$ cat src/rtl/menu_nav_fsm.sv
// menu_nav_fsm: top-level menu controller.
//
// Walks a highlight over N_ITEMS entries (the last one is EXIT) from debounced
// button levels, with wrap-around and hold-to-repeat on up/down. Confirming a
// game item emits a one-cycle game_start and hands the screen to the game until
// game_done; confirming EXIT parks the controller in a terminal halt state.
//
// Ports:
//   sys_clk       system clock
//   sys_rst_n     synchronous reset, active-high despite the name
//   btn_up        debounced level, move highlight up (towards 0, wraps)
//   btn_down      debounced level, move highlight down (towards N_ITEMS-1, wraps)
//   btn_left      debounced level, abort the running game
//   btn_right     debounced level, confirm/enter
//   game_done     one-cycle pulse from the running game
//   sel_idx       highlighted menu item
//   game_start    one-cycle pulse: launch game sel_idx
//   game_abort    one-cycle pulse: ask the running game to stop
//   in_game       high while a game owns the screen
//   halted        high once EXIT has been confirmed
//   state_output  encoded state: 0 menu, 1 launch, 2 run, 3 halt
//
// Every output is a flop or a decode of flops; no input reaches an output
// combinationally.
module menu_nav_fsm #(
    parameter int unsigned N_ITEMS     = 3,
    parameter int unsigned IDX_W       = 4,
    parameter int unsigned REPEAT_DLY  = 50_000_000,
    parameter int unsigned REPEAT_RATE = 10_000_000,
    parameter bit          RETURN_HOME = 1'b0
) (
    input  logic             sys_clk,
    input  logic             sys_rst_n,
    input  logic             btn_up,
    input  logic             btn_down,
    input  logic             btn_left,
    input  logic             btn_right,
    input  logic             game_done,
    output logic [IDX_W-1:0] sel_idx,
    output logic             game_start,
    output logic             game_abort,
    output logic             in_game,
    output logic             halted,
    output logic [1:0]       state_output
);

    typedef enum logic [1:0] {
        StMenu   = 2'd0,
        StLaunch = 2'd1,
        StRun    = 2'd2,
        StHalt   = 2'd3
    } state_e;

    localparam int unsigned CntMax = (REPEAT_DLY > REPEAT_RATE) ? REPEAT_DLY : REPEAT_RATE;
    localparam int unsigned CntW   = $clog2(CntMax + 1);

    localparam logic [IDX_W-1:0] LastIdx  = IDX_W'(N_ITEMS - 1);
    localparam logic [CntW-1:0]  DlyEnd   = CntW'(REPEAT_DLY - 1);
    localparam logic [CntW-1:0]  RateEnd  = CntW'(REPEAT_RATE - 1);
    localparam bit               RepeatEn = (REPEAT_RATE != 0);

    state_e           state_q, state_d;
    logic [IDX_W-1:0] sel_q, sel_d;
    logic [3:0]       btn_prev_q;
    logic             abort_q, abort_d;
    logic             pend_q, pend_d;
    logic [CntW-1:0]  cnt_q, cnt_d;
    // 0: waiting for the initial hold delay, 1: stepping at the repeat rate
    logic             phase_q, phase_d;

    logic [3:0] btn_lvl;
    logic [3:0] press;
    logic       press_up, press_dn, press_left, press_right;
    logic       one_held;
    logic       auto_step, step_dn, step_up;

    // Bit order {right, left, down, up}
    assign btn_lvl     = {btn_right, btn_left, btn_down, btn_up};
    assign press       = btn_lvl & ~btn_prev_q;
    assign press_up    = press[0];
    assign press_dn    = press[1];
    assign press_left  = press[2];
    assign press_right = press[3];
    assign one_held    = btn_up ^ btn_down;

    always_comb begin
        state_d   = state_q;
        sel_d     = sel_q;
        abort_d   = 1'b0;
        pend_d    = pend_q;
        cnt_d     = '0;
        phase_d   = 1'b0;
        auto_step = 1'b0;
        step_dn   = 1'b0;
        step_up   = 1'b0;

        unique case (state_q)
            StMenu: begin
                // The counter counts held cycles including the press cycle, so
                // a fresh press restarts it at 1. Any other cycle leaves it at 0.
                if (RepeatEn && one_held) begin
                    if (press_up || press_dn) begin
                        cnt_d = CntW'(1);
                    end else if (!phase_q) begin
                        if (cnt_q == DlyEnd) begin
                            auto_step = 1'b1;
                            phase_d   = 1'b1;
                        end else begin
                            cnt_d = cnt_q + CntW'(1);
                        end
                    end else begin
                        phase_d = 1'b1;
                        if (cnt_q == RateEnd) begin
                            auto_step = 1'b1;
                        end else begin
                            cnt_d = cnt_q + CntW'(1);
                        end
                    end
                end

                step_dn = press_dn | (auto_step & btn_down);
                step_up = press_up | (auto_step & btn_up);

                if (step_dn) begin
                    sel_d = (sel_q == LastIdx) ? '0 : sel_q + IDX_W'(1);
                end else if (step_up) begin
                    sel_d = (sel_q == '0) ? LastIdx : sel_q - IDX_W'(1);
                end else if (press_right) begin
                    state_d = (sel_q == LastIdx) ? StHalt : StLaunch;
                    cnt_d   = '0;
                    phase_d = 1'b0;
                end
            end
            StLaunch: begin
                state_d = StRun;
            end
            StRun: begin
                // game_done wins over a same-cycle abort request
                if (game_done) begin
                    state_d = StMenu;
                    pend_d  = 1'b0;
                    if (RETURN_HOME) begin
                        sel_d = '0;
                    end
                end else if (press_left && !pend_q) begin
                    abort_d = 1'b1;
                    pend_d  = 1'b1;
                end
            end
            StHalt: begin
            end
        endcase
    end

    always_ff @(posedge sys_clk) begin
        if (sys_rst_n) begin
            state_q    <= StMenu;
            sel_q      <= '0;
            // Levels held through reset must not look like presses afterwards
            btn_prev_q <= btn_lvl;
            abort_q    <= 1'b0;
            pend_q     <= 1'b0;
            cnt_q      <= '0;
            phase_q    <= 1'b0;
        end else begin
            state_q    <= state_d;
            sel_q      <= sel_d;
            btn_prev_q <= btn_lvl;
            abort_q    <= abort_d;
            pend_q     <= pend_d;
            cnt_q      <= cnt_d;
            phase_q    <= phase_d;
        end
    end

    assign sel_idx      = sel_q;
    assign game_start   = (state_q == StLaunch);
    assign game_abort   = abort_q;
    assign in_game      = (state_q == StLaunch) || (state_q == StRun);
    assign halted       = (state_q == StHalt);
    assign state_output = state_q;

endmodule

$ cat config.mk
export PLATFORM = sky130hd
export DESIGN_NAME = menu_nav_fsm
export DESIGN_NICKNAME = d
export VERILOG_FILES = /design/src/rtl/menu_nav_fsm.sv
export SDC_FILE = /design/constraint.sdc
export NUM_CORES = 1
export LEC_CHECK = 0
export ABC_AREA = 1
export CORE_AREA = 2 2 72 74
export CTS_BUF_LIST = sky130_fd_sc_hd__clkbuf_4 sky130_fd_sc_hd__clkbuf_8
export CTS_CLUSTER_SIZE = 12
export DETAILED_ROUTE_END_ITERATION = 6
export DIE_AREA = 0 0 74 76
export GPL_ROUTABILITY_DRIVEN = 0
export PLACE_DENSITY = 0.66
export SLEW_MARGIN = 20
export SYNTH_ARGS = -nofsm -noshare
export SYNTH_HDL_FRONTEND = slang
export SYNTH_SLANG_ARGS = --single-unit
$ cat constraint.sdc
create_clock -name sys_clk -period 3.9 [get_ports sys_clk]
set_clock_uncertainty 0.2 [all_clocks]
set_input_delay 0.78 -clock sys_clk [delete_from_list [all_inputs] [get_ports sys_clk]]
set_output_delay 0.78 -clock sys_clk [all_outputs]
set_load 0.05 [all_outputs]
==> results.txt, run 1 <==
Final routed wirelength across all metal layers: 4.69 mm. The signal on the critical path passes through inv_1 -> ha_1 -> clkdlybuf4s50_1. CTS placed an instance of sky130_fd_sc_hd__clkbuf_8 at the clock tree root. In this run the tightest slew margin relative to its limit is 66.8%. The clock network is responsible for 28.9% of the overall power. Flip-flop cell with the highest count after synthesis: sky130_fd_sc_hd__dfxtp_1. Counting I/O delays and the setup requirement, the final critical path takes 2.91 ns. The setup slack of the most critical reg-to-reg path was 1.60 ns; the share of total power consumed by net switching was 37.0%.

Area of all placed cells without fillers: 2670 µm². Dividing the detail-routed wire length by the instance count gives 11.1 µm. After clock tree synthesis, the clock-pin slew on the worst setup and hold paths is 0.08 ns. The first-pass iteration count of the detailed router came out at 4. 0 antenna diodes ended up in the layout. The run finished with clean final reports. Data arrives at the worst endpoint at 1.93 ns.

After synthesis, the mean cell area works out to 7.06 µm². In this run the critical register-to-register path is launched from cnt_q[0]. Once the clock tree was built, the setup fixing pass inserted 0 buffers. The maximum buffer depth of the clock tree was 2; the highest clock rate was 0.344 GHz. The synthesized netlist devotes 7.54% of its cell area to XOR and XNOR gates. Synthesis instantiated 29 different standard cells from the library. For this design the static power due to leakage is 0.977 nW. Summing over every cut layer, the via total after detailed routing is 1986. Buffers inserted to repair hold after CTS numbered 0. For the post-cts repair resize count, the log shows 0. The number of instances in the placed design is 413, and the number of port buffers is 16. The area overhead of the layout relative to synthesis is 14.8%, and the total global-route track usage is 18.5%. The logs give 0 for the number of warnings reported in the yosys synthesis log and 421 for the count of placed standard cells in the final layout, fillers left out. The via count of the first global-routing pass came out at 1949. Entering global routing, the biggest net connects 25 pins. Post-place setup slack: 0.905 ns. The library cell contributing the largest single delay on the critical path was sky130_fd_sc_hd__clkdlybuf4s50_1.

For the worst flop-to-flop path, the logic depth is 10. Setup repair after global routing left no endpoint under its margin. The worst setup path is captured at a primary output. Setup slack on the critical path of the routed design comes to 0.993 ns.

The area fraction in and, or, nand and nor cells after synthesis came out at 38.5%. When the netlist entered floorplanning its net count stood at 346. For the number of remaining DRC errors, the log shows 0. The later pin in the worst-skew pair is clocked with a latency of 0.29 ns. Number of flops mapped to enable cells by yosys: 0. The path class of the lowest-slack min-delay path is flop to flop. The element type at the critical path start is a flop. TritonCTS built the clock tree. The post-synthesis compound-gate area fraction was 5.71%; the number of synthesized register bits was 39. The count of max-cap constraint violations was 0; the floorplan row count was 26. Internal power comes to 0.765 mW. The adder-cell share of the synthesized area was 5.39%; the area of the mapped netlist was 2320 µm². Ranked by total cell area, the synthesized netlist is headed by sky130_fd_sc_hd__dfxtp_1 (34%), sky130_fd_sc_hd__nand2_1 (9.9%), sky130_fd_sc_hd__nor2_1 (8.2%). Number of antenna violations at the first check in global routing: 0. The number of instances in the synthesized netlist came out at 329. The worst path uses 74.5% of the clock period.

The switching power summed over all nets is 0.449 mW, and the number of pins exceeding their max-slew limit in the final report is 0. The tools report the worst ir drop on vdd as 0.000417 V. CTS saw 39 sinks.

The worst register-to-register path ends at cnt_q[20]. The first global-routing pass estimated 8.27 mm of wire. The area share of the largest cell type after synthesis works out to 33.6%. Ranked by instance count, the synthesized netlist is headed by sky130_fd_sc_hd__nand2_1 (61), sky130_fd_sc_hd__nor2_1 (51), sky130_fd_sc_hd__inv_1 (50).

The startpoint-to-endpoint class of the critical path was flop to primary output. The number of setup violations in the final report is 0, and the maximum single-stage delay on the critical path is 0.81 ns. In this run the count of I/O pins placed on the die edge is 17. The logs give 2550 µm² for the post-placement cell area and 33.6% for the sequential-to-total area share from yosys stat. The vertical die dimension is 76 µm. In this run, flip-flops and latches consume 37.7% of the power.

The dominant cell type by area after synthesis is sky130_fd_sc_hd__dfxtp_1. Once detail routing completed, the nets flagged for antenna violations numbered 0. Initial cell density of the core: 47.3%. The critical path endpoint is in_game. For the final routed database, the setup TNS stands at 0 ns. Power spread over the standard cell area amounts to 455 nW/µm². The post-DP HPWL came out at 3.50 mm. For the pin with the worst max-slew slack, the measured transition is 0.497 ns. The worst hold slack after final layout was 0.295 ns; the depth of the CTS H-tree was 2. The fraction of final layout cells with drive strength greater than 1 is 12.5%, and the worst endpoint required time is 2.92 ns.

The dominant cell by count in the synthesized netlist was sky130_fd_sc_hd__nand2_1. The number of clock buffers added by TritonCTS is 5. The fraction of synthesis flops using an asynchronous set or reset pin is 0%, and the die boundary width is 74 µm. The final count of hold timing violations was 0; the share of power burned in combinational logic was 33.4%. In this run the worst setup path begins at state_output[0].

The full die area is 5620 µm². In the routed layout, each cell is associated on average with a via count of 4.72. Along the worst path, the maximum fanout reaches 4. Largest family of logic cells by synthesized area: simple AND/OR/NAND/NOR gates. The net count of the finished layout is 367. The tools report the core footprint as 4910 µm². After global routing the overflow that remains totals 0. The portion of synthesized area spent on multiplexers is 0%. In this run, the number of DRC markers left after iteration 0 of detailed routing was 171.
[placed cells by master, fill, tap and decap left out]
master / netlist / layout
sky130_fd_sc_hd__nor2_2: 19 / 19
sky130_fd_sc_hd__a211oi_1: 1 / 1
sky130_fd_sc_hd__o21bai_1: 1 / 1
sky130_fd_sc_hd__nand2_2: 5 / 5
sky130_fd_sc_hd__o21ai_0: 13 / 13
sky130_fd_sc_hd__nand3_4: 1 / 1
sky130_fd_sc_hd__inv_2: 1 / 1
sky130_fd_sc_hd__inv_1: 50 / 50
sky130_fd_sc_hd__nand3_2: 1 / 1
sky130_fd_sc_hd__xor2_1: 15 / 15
sky130_fd_sc_hd__o22ai_1: 1 / 1
sky130_fd_sc_hd__nand2_1: 61 / 61
sky130_fd_sc_hd__nor3_4: 1 / 1
sky130_fd_sc_hd__or2_2: 2 / 2
sky130_fd_sc_hd__nand4_1: 7 / 7
sky130_fd_sc_hd__o31ai_1: 1 / 1
sky130_fd_sc_hd__nand3_1: 14 / 14
sky130_fd_sc_hd__nor2_1: 51 / 51
sky130_fd_sc_hd__nor4_2: 2 / 2
sky130_fd_sc_hd__nor4_1: 7 / 7
sky130_fd_sc_hd__ha_1: 10 / 10
sky130_fd_sc_hd__o41ai_1: 1 / 1
sky130_fd_sc_hd__clkbuf_8: 0 / 6
sky130_fd_sc_hd__nand2_4: 2 / 2
sky130_fd_sc_hd__xnor2_1: 5 / 5
sky130_fd_sc_hd__bufinv_16: 0 / 1
sky130_fd_sc_hd__nor3_1: 8 / 8
sky130_fd_sc_hd__dfxtp_1: 39 / 39
sky130_fd_sc_hd__nor2_4: 2 / 2
sky130_fd_sc_hd__clkinv_2: 0 / 1
sky130_fd_sc_hd__clkdlybuf4s50_1: 0 / 16
sky130_fd_sc_hd__a21oi_1: 6 / 6
[how the worst min path moves through the flow]
| stage | from | end | slack, ns | cells after the start |
|---|---|---|---|---|
| CTS | pend_q | game_abort | 0.29 | 3 |
| global route | pend_q | game_abort | 0.33 | 3 |
| detailed placement | pend_q | game_abort | 0.28 | 3 |
| global placement | btn_prev_q[2] | game_abort | 0.27 | 3 |
| finish | pend_q | game_abort | 0.29 | 3 |
| floorplan | btn_prev_q[2] | game_abort | 0.25 | 3 |
[through the flow]
step	power (mW)	util (%)
floorplan	0.767	-
global placement	0.872	51.9
detailed placement	0.872	51.9
CTS	1.23	54.3
global route	1.29	54.3
finish	1.21	54.3
[power by group through the flow]
| stage | combinational, mW | sequential, mW | clock [mW] |
|---|---|---|---|
| 4_1_cts | 0.408 | 0.458 | 0.359 |
| 2_1_floorplan | 0.245 | 0.522 | 0 |
| 5_1_grt | 0.454 | 0.462 | 0.378 |
| 3_3_place_gp | 0.405 | 0.467 | 0 |
| 3_5_place_dp | 0.405 | 0.466 | 0 |
| 6_report | 0.405 | 0.457 | 0.351 |
[final cells by class]
class | count | area [µm²]
flip-flops and latches | 39 | 781
clock buffers | 6 | 82.6
well taps | 70 | 87.6
clock inverters | 2 | 35.0
multi-input cells | 237 | 1330
inverters | 51 | 191
fillers | 494 | 2250
repair buffers | 16 | 160
[routing by layer]
metal / track usage (%) / part of all wire, % / up-vias
met3: 3.97 / 3.1 / 10
met2: 30.3 / 46 / 39
met5: 0 / 0 / -
met4: 7.27 / 2.5 / 0
met1: 23.2 / 48 / 867
li1: - / - / 1070
[worst max-delay path, delay by kind of cell (launching register included)]
family	cells	cell delay [ns]
buffers and inverters	2	0.91
flip-flops	1	0.40
adder cells (fa/ha/maj)	1	0.33
[state kept, by name, indices dropped and copies added (netlist names)]
name          flops
cnt_q            26
state_output      2
sel_idx           4
pend_q            1
btn_prev_q        4
game_abort        1
phase_q           1
[kinds of logic (layout without fill, tap and decap cells)]
family,Yosys count,count (layout)
XOR/XNOR,20,20
AO/OA/AOI/OAI,24,24
adder cells (fa/ha/maj),10,10
AND/OR/NAND/NOR,183,183
buffers and inverters,53,75
flip-flops,39,39
(Power assumes the default switching activity.)
==> run 2: changes to the inputs <==
--- a/config.mk
+++ b/config.mk
@@ -12,7 +12,7 @@
 export DETAILED_ROUTE_END_ITERATION = 6
 export DIE_AREA = 0 0 74 76
 export GPL_ROUTABILITY_DRIVEN = 0
-export PLACE_DENSITY = 0.66
+export PLACE_DENSITY = 0.69
 export SLEW_MARGIN = 20
 export SYNTH_ARGS = -nofsm -noshare
 export SYNTH_HDL_FRONTEND = slang
==> constraint.sdc (replaced) <==
create_clock -name sys_clk -period 2.5 [get_ports sys_clk]
set_clock_uncertainty 0.2 [all_clocks]
set_input_delay 0.5 -clock sys_clk [delete_from_list [all_inputs] [get_ports sys_clk]]
set_output_delay 0.5 -clock sys_clk [all_outputs]
set_load 0.05 [all_outputs]
==> run 2 against run 1 <==
  * Die area unchanged
  * Count of clock-buffer cells in the layout rose by 2
  * Core utilization is 1.2 points higher
  * Non-clock buffer count up 7
  * Setup slack worse by 0.84 ns
  * Global-route usage is 0.34 points higher
  * Register-to-register slack got worse by 1.3 ns
  * Largest cell class unchanged
==> results.txt, run 2 (synthesis results as in run 1) <==
The flow ran to the end, and the final reports show no timing, DRC or antenna violations. The tools report the first-pass iteration count of the detailed router as 4 (unchanged). The tools report the worst endpoint required time as 1.80 ns (-1.12 ns). The top cell types in the final layout, fill and taps aside, are sky130_fd_sc_hd__nand2_1 (61), sky130_fd_sc_hd__nor2_1 (51), sky130_fd_sc_hd__inv_1 (50).

Setup repair after global routing left no endpoint under its margin. Ranked by flip-flop count, first place goes to cnt_q. For the largest net degree at the start of global routing, the log shows 25 (unchanged). For the total global-route track usage, the log shows 18.8% (+0.34 points).

For the fraction of power consumed by sequential logic, the log shows 37.8% (about the same). The worst hold path terminates at game_abort. The switching power summed over all nets was 0.695 mW (+55%). The reg-to-reg critical path startpoint is cnt_q[0]. The depth of the CTS H-tree was 2 (unchanged).

The tools report the post-detailed-route count of antenna-violating nets as 0 (unchanged). The final core utilization is 55.4% (+1.2 points), and the sink count of the clock tree is 39 (unchanged). Capturing point of the worst reg2reg path: cnt_q[18]. The share of total power consumed by net switching was 37.7% (+0.70 points); the highest clock rate was 0.426 GHz.

The total global routing overflow came out at 0 (unchanged). Full die area: 5620 µm² (unchanged). The number of buffers added for setup after CTS is 0 (unchanged). TritonCTS built the clock tree. Power density over cell area: 678 nW/µm² (+49%). The run gives 0 (unchanged) as the diode insertion count for antenna repair. The logs give 66.3% (-0.51 points) for the normalized max-slew margin and 2060 (+3.7%) for the total via count after detailed routing. The logs give 36.2% (+2.8 points) for the share of power burned in combinational logic and 420 (+1.7%) for the number of instances in the placed design.

The fraction of final layout cells with drive strength greater than 1 works out to 15.1% (+2.5 points). The vertical die dimension works out to 76 µm (unchanged). The wire length of the first global-routing pass came out at 8.44 mm (+2.0%). The slew at the pin closest to its max-slew limit came out at 0.505 ns (+0.00832 ns). The initial cell density of the core was 47.3% (unchanged); the met2 usage in global routing was 29.5% (-0.80 points). The cts-stage hold buffer count came out at 0 (unchanged). Dividing the final minimum period by the clock period gives 93.8%. STA classifies the critical path endpoint as a primary output. The internal power is 1.15 mW (+50%), and the violation count after the first detailed-routing iteration is 128 (-25%). The area growth from synthesis to layout is 17.2%.

The path class of the tightest hold or removal check is flop to flop. CTS placed an instance of sky130_fd_sc_hd__clkbuf_8 at the clock tree root. Die boundary width: 74 µm (unchanged). The routing usage on met1 is 24.8% (+1.6 points), and the number of setup violations in the final report is 0 (unchanged).

The via count of the first global-routing pass is 1977 (+1.4%). The number of antenna violations at the first check in global routing is 0 (unchanged), and the average wire per standard cell is 11.0 µm (-0.99%). For the arrival time at the worst endpoint, the log shows 1.65 ns (-0.28 ns). For the cell leakage power, the log shows 1.03 nW (+5.4%). For the clock insertion delay at the later pin of the skew report, the log shows 0.30 ns (about the same). For the number of buffers created by CTS, the log shows 5 (unchanged). The run gives 17 (unchanged) as the number of placed I/O pins. Number of port buffers: 16 (unchanged).

The instance count along the most critical hold path was 3 (unchanged); the final critical-path required period was 2.35 ns. The run gives 0 (unchanged) as the number of remaining DRC errors. The logs give 4.72 mm (+0.66%) for the final routed wirelength across all metal layers and 3.59 mm (+2.8%) for the post-DP HPWL. The worst ir drop on vdd was 0.000515 V (+24%); the number of pins exceeding their max-slew limit in the final report was 0 (unchanged). The average via count per standard cell was 4.81 (+2.0%); the post-placement cell area was 2610 µm² (+2.5%). The CTS clock-pin slew for the worst setup and hold paths came out at 0.07 ns (about the same). The tools report the count of max-cap constraint violations as 0 (unchanged).

Setup slack of the most critical reg-to-reg path: 0.31 ns (-1.29 ns). The library cell contributing the largest single delay on the critical path is sky130_fd_sc_hd__clkdlybuf4s50_1. The most used routing layer in global routing is met2.

The number of nets in the final layout came out at 374 (+1.9%). For the final count of hold timing violations, the log shows 0 (unchanged). The run gives 1.85 mW (+52%) as the overall power of the completed layout. The startpoint-to-endpoint class of the critical path was flop to primary output.

The count of placed standard cells in the final layout, fillers left out was 428 (+1.7%); the number of cells on the worst reg-to-reg path was 9 (-1). The maximum net fanout on the critical path came out at 4 (unchanged). The worst hold slack after final layout came out at 0.284 ns (-0.0105 ns).

Startpoint of the worst hold path: btn_prev_q[2]. The met3 global-route usage was 5.16% (+1.2 points); the maximum single-stage delay on the critical path was 0.80 ns (about the same). The area of all placed cells without fillers came out at 2720 µm² (+2.2%). Traced cell by cell, the critical path runs through ha_1 -> clkdlybuf4s50_1. The share of total power in the clock network came out at 26.0% (-2.9 points).

Maximum buffer depth of the clock tree: 2 (unchanged). For the core footprint, the log shows 4910 µm² (unchanged). The element type at the critical path start was a flop.

Leaving out fill and tap cells, the most frequent cell in the layout is sky130_fd_sc_hd__nand2_1. Number of flip-flops under the largest register name: 26 (unchanged). The floorplan row count came out at 26 (unchanged).
-- run 2: cell type report --
cell class	count	area, µm²
fillers	483	2190
multi-input cells	237	1330
flip-flops and latches	39	782
repair buffers	23	225
inverters	51	191
clock buffers	8	104
well taps	70	87.6
-- run 2: power groups by stage --
| stage | clock network [mW] | logic (mW) | registers (mW) |
|---|---|---|---|
| 3_5_place_dp | 0 | 0.667 | 0.712 |
| 4_1_cts | 0.497 | 0.672 | 0.698 |
| 6_report | 0.480 | 0.668 | 0.698 |
| 5_1_grt | 0.523 | 0.739 | 0.705 |
| 2_1_floorplan | 0 | 0.383 | 0.814 |
| 3_3_place_gp | 0 | 0.663 | 0.712 |
-- run 2: worst max-delay path by stage --
stage	startpoint	slack, ns	end
after global routing	cnt_q[0]	0.06	sel_idx[1]
after global placement	btn_up	0.07	cnt_q[21]
after detailed placement	btn_up	-0.004	cnt_q[19]
final	state_output[0]	0.15	halted
after floorplan	state_output[0]	0.16	state_output[0]
after CTS	state_output[1]	0.07	game_start
-- run 2: critical path, delay by kind of cell (launching register included) --
family / cells / cell delay, ns
flip-flops: 1 / 0.39
adder cells (fa/ha/maj): 1 / 0.17
buffers and inverters: 1 / 0.80
-- run 2: repair_timing --
action,4_1_cts,5_1_grt
setup endpoints to repair,0,3
endpoints found under the hold margin,0,0
gates resized for setup,0,3
-- run 2: metal layers --
metal	share of wire (%)	wire (µm)
met4	1.4	66
met5	0	0
met1	49	2300
met3	4.1	193
met2	46	2170
-- run 2: per-stage QoR --
step                setup TNS [ns]  worst slack, ns
floorplan                        0            0.162
global placement                 0           0.0721
detailed placement        -0.00412         -0.00412
CTS                              0           0.0712
global route                     0           0.0590
finish                           0            0.154
==> run 3: changes to the inputs <==
--- a/config.mk
+++ b/config.mk
@@ -12,7 +12,7 @@
 export DETAILED_ROUTE_END_ITERATION = 6
 export DIE_AREA = 0 0 74 76
 export GPL_ROUTABILITY_DRIVEN = 0
-export PLACE_DENSITY = 0.69
+export PLACE_DENSITY = 0.76
 export SLEW_MARGIN = 20
 export SYNTH_ARGS = -nofsm -noshare
 export SYNTH_HDL_FRONTEND = slang
==> run 3 against run 2 <==
  * Hold slack got worse by 0.0015 ns
  * Via count grew 0.83%
  * Power increased by 0.13%
  * Cell area is 0.60% higher
  * Sequential share of layout area is 0.22 points lower
  * Sequential power is essentially flat
  * Critical path type unchanged
  * Critical path depth rose by 1
==> results.txt, run 3 (synthesis results as in run 1) <==
The sink count of the clock tree is 39 (unchanged), and the worst hold slack after final layout is 0.283 ns (-0.00150 ns). The first-pass iteration count of the detailed router was 4 (unchanged); the total via count after detailed routing was 2077 (+0.83%). The number of instances in the placed design was 421 (+0.24%); the number of cells on the worst reg-to-reg path was 10 (+1). The startpoint identified for the worst register-to-register timing path is cnt_q[0]. Smallest setup slack after layout: 0.0869 ns (-0.0673 ns).

The violation count after the first detailed-routing iteration was 142 (+11%); the arrival time at the worst endpoint was 1.71 ns (+0.06 ns). TritonCTS built the clock tree. The instance count along the most critical hold path was 3 (unchanged). The library cells used most frequently in the layout, excluding fill and tap cells, are sky130_fd_sc_hd__nand2_1 (61), sky130_fd_sc_hd__nor2_1 (51), sky130_fd_sc_hd__inv_1 (50).

The run gives 0 (unchanged) as the total global routing overflow. The full die area was 5620 µm² (unchanged). The final cycle utilization of the critical path was 96.5% (+2.7 points). The die boundary width is 74 µm (unchanged). The startpoint-to-endpoint class of the critical path was flop to primary output. The logs give 0 (unchanged) for the number of remaining DRC errors and 2 (unchanged) for the maximum buffer depth of the clock tree. For the cts-stage hold buffer count, the log shows 0 (unchanged). The average wire per standard cell works out to 10.9 µm (-0.91%). The final critical-path required period is 2.41 ns (+0.0673 ns), and the final routed wirelength across all metal layers is 4.69 mm (-0.68%).

The tools report the overall power of the completed layout as 1.85 mW (+0.13%). The count of max-cap constraint violations is 0 (unchanged), and the total of fill cells in the finished design is 482 (-0.21%). The number of placed I/O pins was 17 (unchanged). The average via count per standard cell is 4.84 (+0.59%), and the CTS clock-pin slew for the worst setup and hold paths is 0.07 ns (about the same). The run gives 0.000653 V (+27%) as the worst ir drop on vdd. The wire length of the first global-routing pass came out at 8.46 mm (+0.25%). The via count of the first global-routing pass was 2024 (+2.4%); the power density over cell area was 675 nW/µm² (-0.47%). For the clock insertion delay at the later pin of the skew report, the log shows 0.29 ns (about the same). The cell leakage power was 1.02 nW (-0.59%). The core footprint is 4910 µm² (unchanged). The count of placed standard cells in the final layout, fillers left out was 429 (+0.23%). The final count of hold timing violations came out at 0 (unchanged). STA classifies the critical path endpoint as a primary output. For the post-DP HPWL, the log shows 3.60 mm (+0.29%). Worst-case hold path end point: game_abort.

The total negative slack was 0 ns (unchanged). The run gives 2 (unchanged) as the depth of the CTS H-tree. The tools report the number of setup violations in the final report as 0 (unchanged). The worst setup path is launched from a flop.

Setup repair after global routing left no endpoint under its margin. The run gives 0 (unchanged) as the diode insertion count for antenna repair. The number of flip-flops under the largest register name is 26 (unchanged). The capturing point of the worst reg2reg path was cnt_q[20].

Initial cell density of the core: 47.3% (unchanged). The total global-route track usage was 18.8% (about the same). The area of the multi-input gates is 1330 µm² (unchanged). The vertical die dimension was 76 µm (unchanged); the largest net degree at the start of global routing was 14 (-44%). Leaving out fill and tap cells, the most frequent cell in the layout is sky130_fd_sc_hd__nand2_1. The logs give 1.80 ns (about the same) for the worst endpoint required time and 0.414 GHz (-2.8%) for the highest clock rate. For the number of nets in the final layout, the log shows 375 (+0.27%). The post-place setup slack is 0.0200 ns (+0.0241 ns), and the floorplan row count is 26 (unchanged).

The flow ran to the end, and the final reports show no timing, DRC or antenna violations. The tools report the register area as 781 µm² (-0.16%). Number of port buffers: 16 (unchanged). The slew at the pin closest to its max-slew limit came out at 0.497 ns (-0.00857 ns). The maximum net fanout on the critical path is 4 (unchanged), and the fraction of final layout cells with drive strength greater than 1 is 15.0% (-0.042 points).

Number of antenna violations at the first check in global routing: 0 (unchanged). The CTS root buffer was sky130_fd_sc_hd__clkbuf_8. The run gives 66.8% (+0.52 points) as the normalized max-slew margin. For the number of pins exceeding their max-slew limit in the final report, the log shows 0 (unchanged). The setup slack of the most critical reg-to-reg path was 0.30 ns (about the same).

The startpoint identified for the worst hold timing path is btn_prev_q[2]. The path class of the lowest-slack min-delay path is flop to flop. The register containing the most flip-flops in the final layout is cnt_q.

The area overhead of the layout relative to synthesis is 17.9%. For the number of buffers created by CTS, the log shows 5 (unchanged). The post-detailed-route count of antenna-violating nets is 0 (unchanged).

The critical path starts at state_output[1].
run 3: cell count changes in the layout (fill, tap and decap cells not counted):
cell,previous run,this run
sky130_fd_sc_hd__dlymetal6s2s_1,1,0
sky130_fd_sc_hd__dfxtp_2,1,0
sky130_fd_sc_hd__buf_12,1,2
sky130_fd_sc_hd__dfxtp_1,38,39
sky130_fd_sc_hd__clkdlybuf4s50_1,14,15
run 3: how the worst max path moves through the flow:
stage                           end  slack, ns
finish                   game_start       0.09
global route             game_start       0.03
CTS                      game_start       0.06
global placement         sel_idx[0]       0.11
floorplan           state_output[0]       0.16
detailed placement        cnt_q[21]       0.02
run 3: through the flow:
step                      cell area, µm²  util [%]
after floorplan                     2320         -
after global placement              2630      53.5
after detailed placement            2630      53.5
after CTS                           2730      55.7
after global routing                2740      55.8
final                               2740      55.8
run 3: area by class of cell:
cell class | instances | share of cell area, %
multi-input combinational | 237 | 48.7
clock buffer | 8 | 3.79
sequential | 39 | 28.5
timing repair buffer | 24 | 8.86
inverter | 51 | 6.99
tap | 70 | 3.20
run 3: worst max-delay path, cell delays in order, from the launching register on:
cell and delay (ns):
sky130_fd_sc_hd__dfxtp_1 0.34, sky130_fd_sc_hd__inv_1 0.10, sky130_fd_sc_hd__ha_1 0.18, sky130_fd_sc_hd__clkdlybuf4s50_1 0.81
run 3: power breakdown:
group          internal, mW  switching (mW)
combinational         0.236           0.438
sequential            0.659          0.0423
clock                 0.263           0.212
run 3: timing repair:
action	4_1_cts	5_1_grt
endpoints found under the setup margin	0	1
buffers inserted	0	0
gates resized for setup	0	1
run 3: per-layer routing:
layer,vias up,routed length [µm],global-route usage (%)
met2,42,2120,28.4
li1,1094,-,-
met1,928,2270,25.2
met4,0,105,8.36
met5,-,0,0
met3,13,195,4.50
